==> config.mk <==
export PLATFORM = sky130hd
export DESIGN_NAME = texture_fetch
export DESIGN_NICKNAME = d
export VERILOG_FILES = /design/src/rtl/texture_fetch_pkg.sv /design/src/rtl/texture_fetch.sv
export SDC_FILE = /design/constraint.sdc
export NUM_CORES = 1
export LEC_CHECK = 0
export ABC_AREA = 1
export BUFFER_PORTS_ARGS = -buffer_cell sky130_fd_sc_hd__buf_4
export CAP_MARGIN = 15
export CORE_MARGIN = 2
export CORE_UTILIZATION = 47
export CTS_CLUSTER_SIZE = 10
export DETAILED_ROUTE_END_ITERATION = 16
export GPL_TIMING_DRIVEN = 0
export PLACE_DENSITY = 0.77
export SYNTH_ARGS = -nofsm -noshare
export SYNTH_HDL_FRONTEND = slang
export SYNTH_SLANG_ARGS = --single-unit
export TNS_END_PERCENT = 5
==> constraint.sdc <==
create_clock -name clk -period 2.6 [get_ports clk]
set_input_delay 0.13 -clock clk [delete_from_list [all_inputs] [get_ports clk]]
set_output_delay 0.13 -clock clk [all_outputs]
set_load 0.01 [all_outputs]
==> src/rtl/texture_fetch_pkg.sv <==
// Shared constants, state encoding and helpers for the texture fetch unit.
// The RGB slice macro lives here so every file that imports the package
// extracts colour bits from a received flash byte the same way.

`ifndef TEXTURE_FETCH_HELPERS
`define TEXTURE_FETCH_HELPERS
`define RGB(byte_val) byte_val[5:0]
`endif

package texture_fetch_pkg;

  localparam logic [7:0] CMD_READ_DEFAULT = 8'h03;

  localparam int OPCODE_BITS = 8;
  localparam int ADDR_BITS   = 24;
  localparam int DATA_BITS   = 8;
  localparam int TOTAL_BITS  = OPCODE_BITS + ADDR_BITS + DATA_BITS;

  // Each SPI bit takes two clk phases, so the counter runs 0..79.
  localparam int PHASE_LAST     = 2 * TOTAL_BITS - 1;
  localparam int DATA_BIT_START = OPCODE_BITS + ADDR_BITS;

  typedef enum logic [1:0] {
    IDLE = 2'd0,
    XFER = 2'd1,
    DONE = 2'd2
  } state_t;

  // Texel offset within the texture space, zero-extended to the flash address width.
  function automatic logic [23:0] texel_offset(
    input logic [1:0] wall,
    input logic [5:0] u,
    input logic [5:0] v,
    input int         shift
  );
    logic [23:0] off;
    off = {10'd0, wall, u, v};
    return off << shift;
  endfunction

endpackage

==> src/rtl/texture_fetch.sv <==
// Texel fetch engine: turns a (wall, u, v) request into an SPI flash read
// (opcode, 24-bit address, one data byte) and returns the 6-bit colour.

module texture_fetch
  import texture_fetch_pkg::*;
#(
  parameter logic [7:0] CMD_READ  = CMD_READ_DEFAULT,
  parameter int         TEX_SHIFT = 0
) (
  input  logic        clk,
  input  logic        reset,
  input  logic        req,
  output logic        ready,
  input  logic [1:0]  wall_id,
  input  logic [5:0]  texu,
  input  logic [5:0]  texv,
  input  logic [23:0] texadd0,
  input  logic [23:0] texadd1,
  input  logic [23:0] texadd2,
  input  logic [23:0] texadd3,
  output logic        valid,
  output logic [5:0]  texel,
  output logic        o_spi_sclk,
  output logic        o_spi_cs_n,
  output logic        o_spi_mosi,
  input  logic        i_spi_miso
);

  state_t      state;
  state_t      next_state;
  logic [6:0]  phase_cnt;
  logic [5:0]  bit_idx;
  logic [31:0] tx_shift;
  logic [7:0]  rx_shift;
  logic [7:0]  rx_next;
  logic [23:0] texadd_sel;
  logic [23:0] tex_offset;
  logic [23:0] fetch_addr;
  logic [5:0]  texel_q;
  logic        accept;
  logic        high_phase;
  logic        phase_last;
  logic        data_phase;
  logic        unused_rx_msb;

  // Pick the live addend for the requested wall; it is only sampled on accept.
  always_comb begin
    texadd_sel = texadd0;
    case (wall_id)
      2'd0: texadd_sel = texadd0;
      2'd1: texadd_sel = texadd1;
      2'd2: texadd_sel = texadd2;
      2'd3: texadd_sel = texadd3;
      default: texadd_sel = texadd0;
    endcase
  end

  assign tex_offset = texel_offset(wall_id, texu, texv, TEX_SHIFT);
  assign fetch_addr = texadd_sel + tex_offset;

  assign accept     = (state == IDLE) && req;
  assign bit_idx    = phase_cnt[6:1];
  assign high_phase = phase_cnt[0];
  assign phase_last = (phase_cnt == 7'(PHASE_LAST));
  assign data_phase = (bit_idx >= 6'(DATA_BIT_START));
  assign rx_next    = {rx_shift[6:0], i_spi_miso};

  // The colour byte's top bit never reaches texel; naming it marks the drop as deliberate.
  assign unused_rx_msb = rx_shift[7];

  // State register; reset from any state returns straight to IDLE.
  always_ff @(posedge clk) begin
    if (reset) begin
      state <= IDLE;
    end else begin
      state <= next_state;
    end
  end

  // Next-state logic: one full 80-phase transfer, then a single DONE cycle.
  always_comb begin
    next_state = state;
    case (state)
      IDLE:    if (req)        next_state = XFER;
      XFER:    if (phase_last) next_state = DONE;
      DONE:                    next_state = IDLE;
      default:                 next_state = IDLE;
    endcase
  end

  // Outputs decoded from state; sclk and mosi are forced quiet outside XFER.
  always_comb begin
    ready      = 1'b0;
    valid      = 1'b0;
    o_spi_cs_n = 1'b1;
    o_spi_sclk = 1'b0;
    o_spi_mosi = 1'b0;
    case (state)
      IDLE: ready = 1'b1;
      XFER: begin
        o_spi_cs_n = 1'b0;
        o_spi_sclk = high_phase;
        o_spi_mosi = !data_phase && tx_shift[31];
      end
      DONE: valid = 1'b1;
      default: ready = 1'b0;
    endcase
  end

  // SPI shifter: load command+address on accept, shift out after each high phase, shift in data bits.
  always_ff @(posedge clk) begin
    if (reset) begin
      phase_cnt <= 7'd0;
      tx_shift  <= 32'd0;
      rx_shift  <= 8'd0;
      texel_q   <= 6'd0;
    end else if (accept) begin
      phase_cnt <= 7'd0;
      tx_shift  <= {CMD_READ, fetch_addr};
    end else if (state == XFER) begin
      phase_cnt <= phase_last ? 7'd0 : phase_cnt + 7'd1;
      if (high_phase) begin
        tx_shift <= {tx_shift[30:0], 1'b0};
        if (data_phase) begin
          rx_shift <= rx_next;
        end
      end
      if (phase_last) begin
        texel_q <= `RGB(rx_next);
      end
    end
  end

  assign texel = texel_q;

endmodule

# Word level (Yosys, flattened, before mapping)
# Cells that the tools add are included.
[totals]
ff_bits = 52
in_bits = 114
output_inout_bits = 11
wordCells = 44
[op_classes]
add_sub_neg = 2
magnitude_cmp = 1
n_eq_ne = 8
mux = 13
bitwise_logic = 1
reduce_logical = 13
[ops]
columns = ["cell", "count"]
rows = [
  ["$pmux W24 S4", 1],
  ["$mux W26", 3],
  ["$add A24 B14 Y24", 1],
  ["$add A7 B1 Y7 const B", 1],
  ["$eq A7 B7 Y1 const B", 1],
  ["$mux W7", 1],
  ["$eq A2 B2 Y1 const B", 3],
  ["$ge A6 B6 Y1 const B", 1],
  ["$reduce_and A2 Y1", 3],
  ["$mux W1", 5],
  ["$eq A2 B1 Y1 const B", 2],
  ["$logic_not A2 Y1", 2],
  ["$mux W2", 2],
  ["$ne A2 B2 Y1 const B", 2],
  ["$pmux W2 S2", 1],
  ["$reduce_and A4 Y1", 1],
  ["$reduce_bool A2 Y1", 2],
  ["$reduce_and A3 Y1", 1],
  ["$logic_and A1 B1 Y1", 2],
  ["$reduce_or A2 Y1", 1],
  ["$logic_not A1 Y1", 1],
  ["$not A1 Y1", 1],
]

# Logic depth before layout (Yosys ltp)
[logic_depth]
ltp_word = 4
ltp_mapped = 24
mapped_depth_nobuf = 22

# Worst setup path before layout
# OpenSTA, ideal clock, no wires.
[synth_path]
path_type = "input port to flip-flop"
from = "input wall_id[1]"
to = "register tx_shift[22]"
setup_ns = 0.132
t_arrival_ns = 2.597
t_required_ns = 2.468
slack_ns = -0.129
cell_stages = 24
path_buffers = 2
path_cell_list = "inv_2 > nand2_4 > buf_6 > inv_1 > clkbuf_1 > a221oi_1 > nand2_1 > o21ai_0 > inv_1 > ha_1 > inv_1 > fa_1 > inv_1 > nand3_1 > nand2_1 > inv_1 > o21bai_1 > nand3_1 > nand2_1 > nand2_1 > nand2_1 > nand3_1 > nand2_1 > a21oi_2"
[synth_between]
elab_chain_cells = 4
elab_cells_between_ends = 7
classes_between = "1 x add/sub; 3 x eq/ne; 2 x mux; 1 x reduce/logical"
[synth_rtl]
columns = ["item", "line", "source"]
rows = [
  ["from (decl)", "texture_fetch.sv:14", "input logic [1:0] wall_id,"],
  ["$eq A2 B2 Y1, or another cell as far along", "texture_fetch.sv:49", "case (wall_id)"],
  ["$pmux W24 S4", "texture_fetch.sv:49", ""],
  ["$add A24 B14 Y24 *", "texture_fetch.sv:59", "assign fetch_addr = texadd_sel + tex_offset;"],
  ["$mux W26 *", "texture_fetch.sv:117", "end else if (accept) begin"],
  ["to (signal assigned)", "texture_fetch.sv:119", "tx_shift <= {CMD_READ, fetch_addr};"],
  ["to (signal assigned)", "texture_fetch.sv:123", "tx_shift <= {tx_shift[30:0], 1'b0};"],
  ["to (decl)", "texture_fetch.sv:33", "logic [31:0] tx_shift;"],
]
# Mark *: on every way between the ends. The rest lies on a longest branch, timed or not.
# A chain may end at the register's enable or synchronous reset.

# Worst setup path in the final report
[layout_path]
from = "input wall_id[1]"
to = "register tx_shift[13]"
# Same word-level chain as after synthesis.

==> flow_summary.ini <==
[route]
wl_met2_um = 6300
vias = 4800
vias_per_cell = 5.43
top_layer = met4
drt_wl_total_um = 12600
met3WireLength_um = 480
drc = 0
dr.pass1.iters = 5
drt_iter0_drc = 220
ant_nets = 0
m1WireLength_um = 5480
routedWlPerCell_um = 14.2

[grt]
track_usage = 0.264
grt_max_degree = 16
grt_pass1_wl_um = 19300
grt_overflow = 0
first_global_vias = 4344
antenna_found_initial = 0

[critical_path]
endpoint_kind = flip-flop
worst_ep_required_time_ns = 2.79
slowest_stage = or2_2
cp-start-kind = input port
cp_max_fo = 8
cp_cell_sequence = buf_8 > inv_8 > nor2_4 > buf_6 > buf_8 > buf_4 > a221oi_2 > nand2_1 > o21ai_0 > inv_1 > ha_4 > or2_2 > nand3_1 > nand2_2 > nand2_1 > nand2_2 > or2_2 > nand3_1 > a31oi_1
max_stage_delay_ns = 0.30
worstPathArrival_ns = 2.62
worst-setup-path-type = input port to flip-flop

[cells_and_area]
layout-area-overhead-vs-synth_pct = 39.0
fillerInstances = 730
drive_above_1_share = 0.311
nets = 909
fin_util = 0.672
final_area_um2 = 5490
antenna-diode-count = 0

[power_and_ir_drop]
p_int_mw = 1.45
max-vdd-ir-drop_mv = 0.327
seqPwrFrac = 0.384
p_sw_frac = 0.351
p_per_area_nw_per_um2 = 406
p_leak_nw = 2.56
p_clk_frac = 0.221
switching_power_uw = 784
power_mw = 2.23
comb_power_share = 0.395

[cts]
cts_max_level = 2
clk_latency_ns = 0.32
cts_tree = yes
clkSinkCount = 52
ctsHoldBuffers = 0
cts_buffers = 5
clk_path_buf_depth = 2
clk_pin_slew_ns = 0.09
cts-root-buf = clkbuf_8

[synthesis]
ys_types = 40
ys_seq_area_frac = 0.263
synth_fp_nets = 768
synth_xor_area_frac = 0.0266
synth_mux_area_frac = 0
synth_edf_count = 0
synth_fa_ha_area_frac = 0.0557
synth.area.top_cells = dfxtp_1 (26%), nand2_1 (18%), a21oi_1 (6.5%)
syn_area_um2 = 3950
synth_top_family_by_area = simple AND/OR/NAND/NOR gates
syn_inst = 637
avgSynthCellArea_um2 = 6.20
synth_most_common_cell = nand2_1
ys_warn_count = 0
synth-compound-area-share = 0.183
ys_ff_latch = 52
async_flop_share = 0
synth_simple_gate_area_share = 0.378
yosysTopAreaCell = dfxtp_1
synth_top_area_frac = 0.263
synth_commonest_cells = nand2_1 (192), inv_1 (58), nor2_1 (55)
synth-main-ff-cell = dfxtp_1

[sta]
finalHoldViolCount = 0
clock.fmax_mhz = 411
fin_crit_ns = 2.43
finalClockSkew_ns = 0.00774
slew_violations = 0
worst_slack_ns = 0.168
fin_crit_sh = 0.935
whs_ns = 0.0547
rsz0062_at_grt = true
tightest_slew_ns = 0.601
slew_headroom = 0.599
setup_violations = 0

[placement]
dp_slack_ns = -0.764
gp_congestion = 0.940
numPortBuffers = 124
placed_area_um2 = 5030
dp.final_hpwl_um = 9440

[floorplan]
die_h_um = 95.7
ios = 125
die-area_um2 = 9160
initial_core_util = 0.483
core_um2 = 8180
die_w_um = 95.7
rows = 33

[run_status]
status = finished clean

[job]
maxCapViolCount = 0

[hold_path]
hold_path.class = input port to flip-flop
[cells in the final DEF, fill, tap and decap left out, types with 2 or more instances in the layout]
| cell | instances |
|---|---|
| clkbuf_8 | 6 |
| or2_2 | 5 |
| nand4_1 | 4 |
| nor3_1 | 5 |
| o21ai_2 | 5 |
| buf_8 | 4 |
| nand2_2 | 20 |
| clkbuf_1 | 11 |
| xor2_1 | 7 |
| a31oi_1 | 6 |
| a21o_1 | 2 |
| or2_1 | 3 |
| buf_6 | 3 |
| o211ai_1 | 2 |
| nand3_2 | 13 |
| inv_2 | 7 |
| a221oi_1 | 5 |
| nor2_2 | 9 |
| ha_1 | 9 |
| nand3_1 | 34 |
| buf_4 | 135 |
| a21oi_1 | 51 |
| a221oi_2 | 5 |
| o21ai_1 | 8 |
| nor2_4 | 4 |
| inv_6 | 2 |
| inv_1 | 54 |
| xnor2_1 | 5 |
| buf_2 | 4 |
| nor2_1 | 53 |
| nand2_1 | 182 |
| o31ai_1 | 2 |
| nand2_4 | 2 |
| dfxtp_1 | 52 |
| a21oi_2 | 2 |
| ha_4 | 6 |
| o21ai_0 | 36 |
[final cells by class]
cell class | instances | area, um2 | share of cell area
Sequential cell | 52 | 1040 | 0.189
Buffer | 23 | 153 | 0.0278
Timing Repair Buffer | 136 | 1050 | 0.190
Inverter | 65 | 262 | 0.0476
Clock buffer | 7 | 86.3 | 0.0157
Clock inverter | 1 | 7.51 | 0.00137
Tap cell | 105 | 131 | 0.0239
Multi-Input combinational cell | 495 | 2770 | 0.504
[power by group through the flow]
stage	clock, mW	sequential (mW)	combinational, mW
final	0.493	0.857	0.882
after global routing	0.520	0.861	0.972
after floorplan	0	0.869	0.497
after CTS	0.491	0.856	0.786
after detailed placement	0	0.874	0.762
after global placement	0	0.872	0.747
[routing by layer]
layer  vias to the layer above  GRT usage
li1                       2359          -
met1                      2281      0.335
met2                       130      0.460
met3                        30     0.0392
met4                         0     0.0810
met5                         -          0
[flip-flops by register name, summed over array words and instances, names as in the netlist]
name	flops
tx_shift	32
phase_cnt	7
texel	6
rx_shift	5
state	2
[timing repair]
action / 4_1_cts / 5_1_grt
setup endpoints to repair: 13 / 14
setup buffers: 0 / 11
pin swaps: 2 / 9
resized for setup: 18 / 49
gates cloned: 0 / 1
[cells by family after synthesis]
| logic type | count (synthesis) |
|---|---|
| buf+inv | 90 |
| flops | 52 |
| xor+xnor | 12 |
| fa+ha+maj | 17 |
| compound gates | 127 |
| simple gates | 339 |
[final timing paths]
path                                   from                   endpoint  slack [ns]  cells after the start
setup / recovery                 wall_id[1]  tx_shift[13]$_SDFFE_PP0P_        0.17                     19
hold reg to reg   tx_shift[31]$_SDFFE_PP0P_  tx_shift[31]$_SDFFE_PP0P_        0.47                      2
hold / removal                   i_spi_miso      texel[0]$_SDFFE_PP0P_        0.05                      3
setup reg to reg  phase_cnt[1]$_SDFFE_PP0P_  phase_cnt[3]$_SDFFE_PP0P_        0.54                     10
[critical path, delay by kind of cell]
family / cells / cell delay (ns)
fa+ha+maj: 1 / 0.23
compound gates: 3 / 0.41
simple gates: 9 / 1.15
buf+inv: 6 / 0.68
[metrics by stage]
step                       TNS, ns  std cells
after detailed placement     -7.63        866
after CTS                 -0.00828        874
after global placement       -6.15        866
after global routing       -0.0491        884
final                            0        884
after floorplan                  0        637
(Power assumes the default switching activity.)
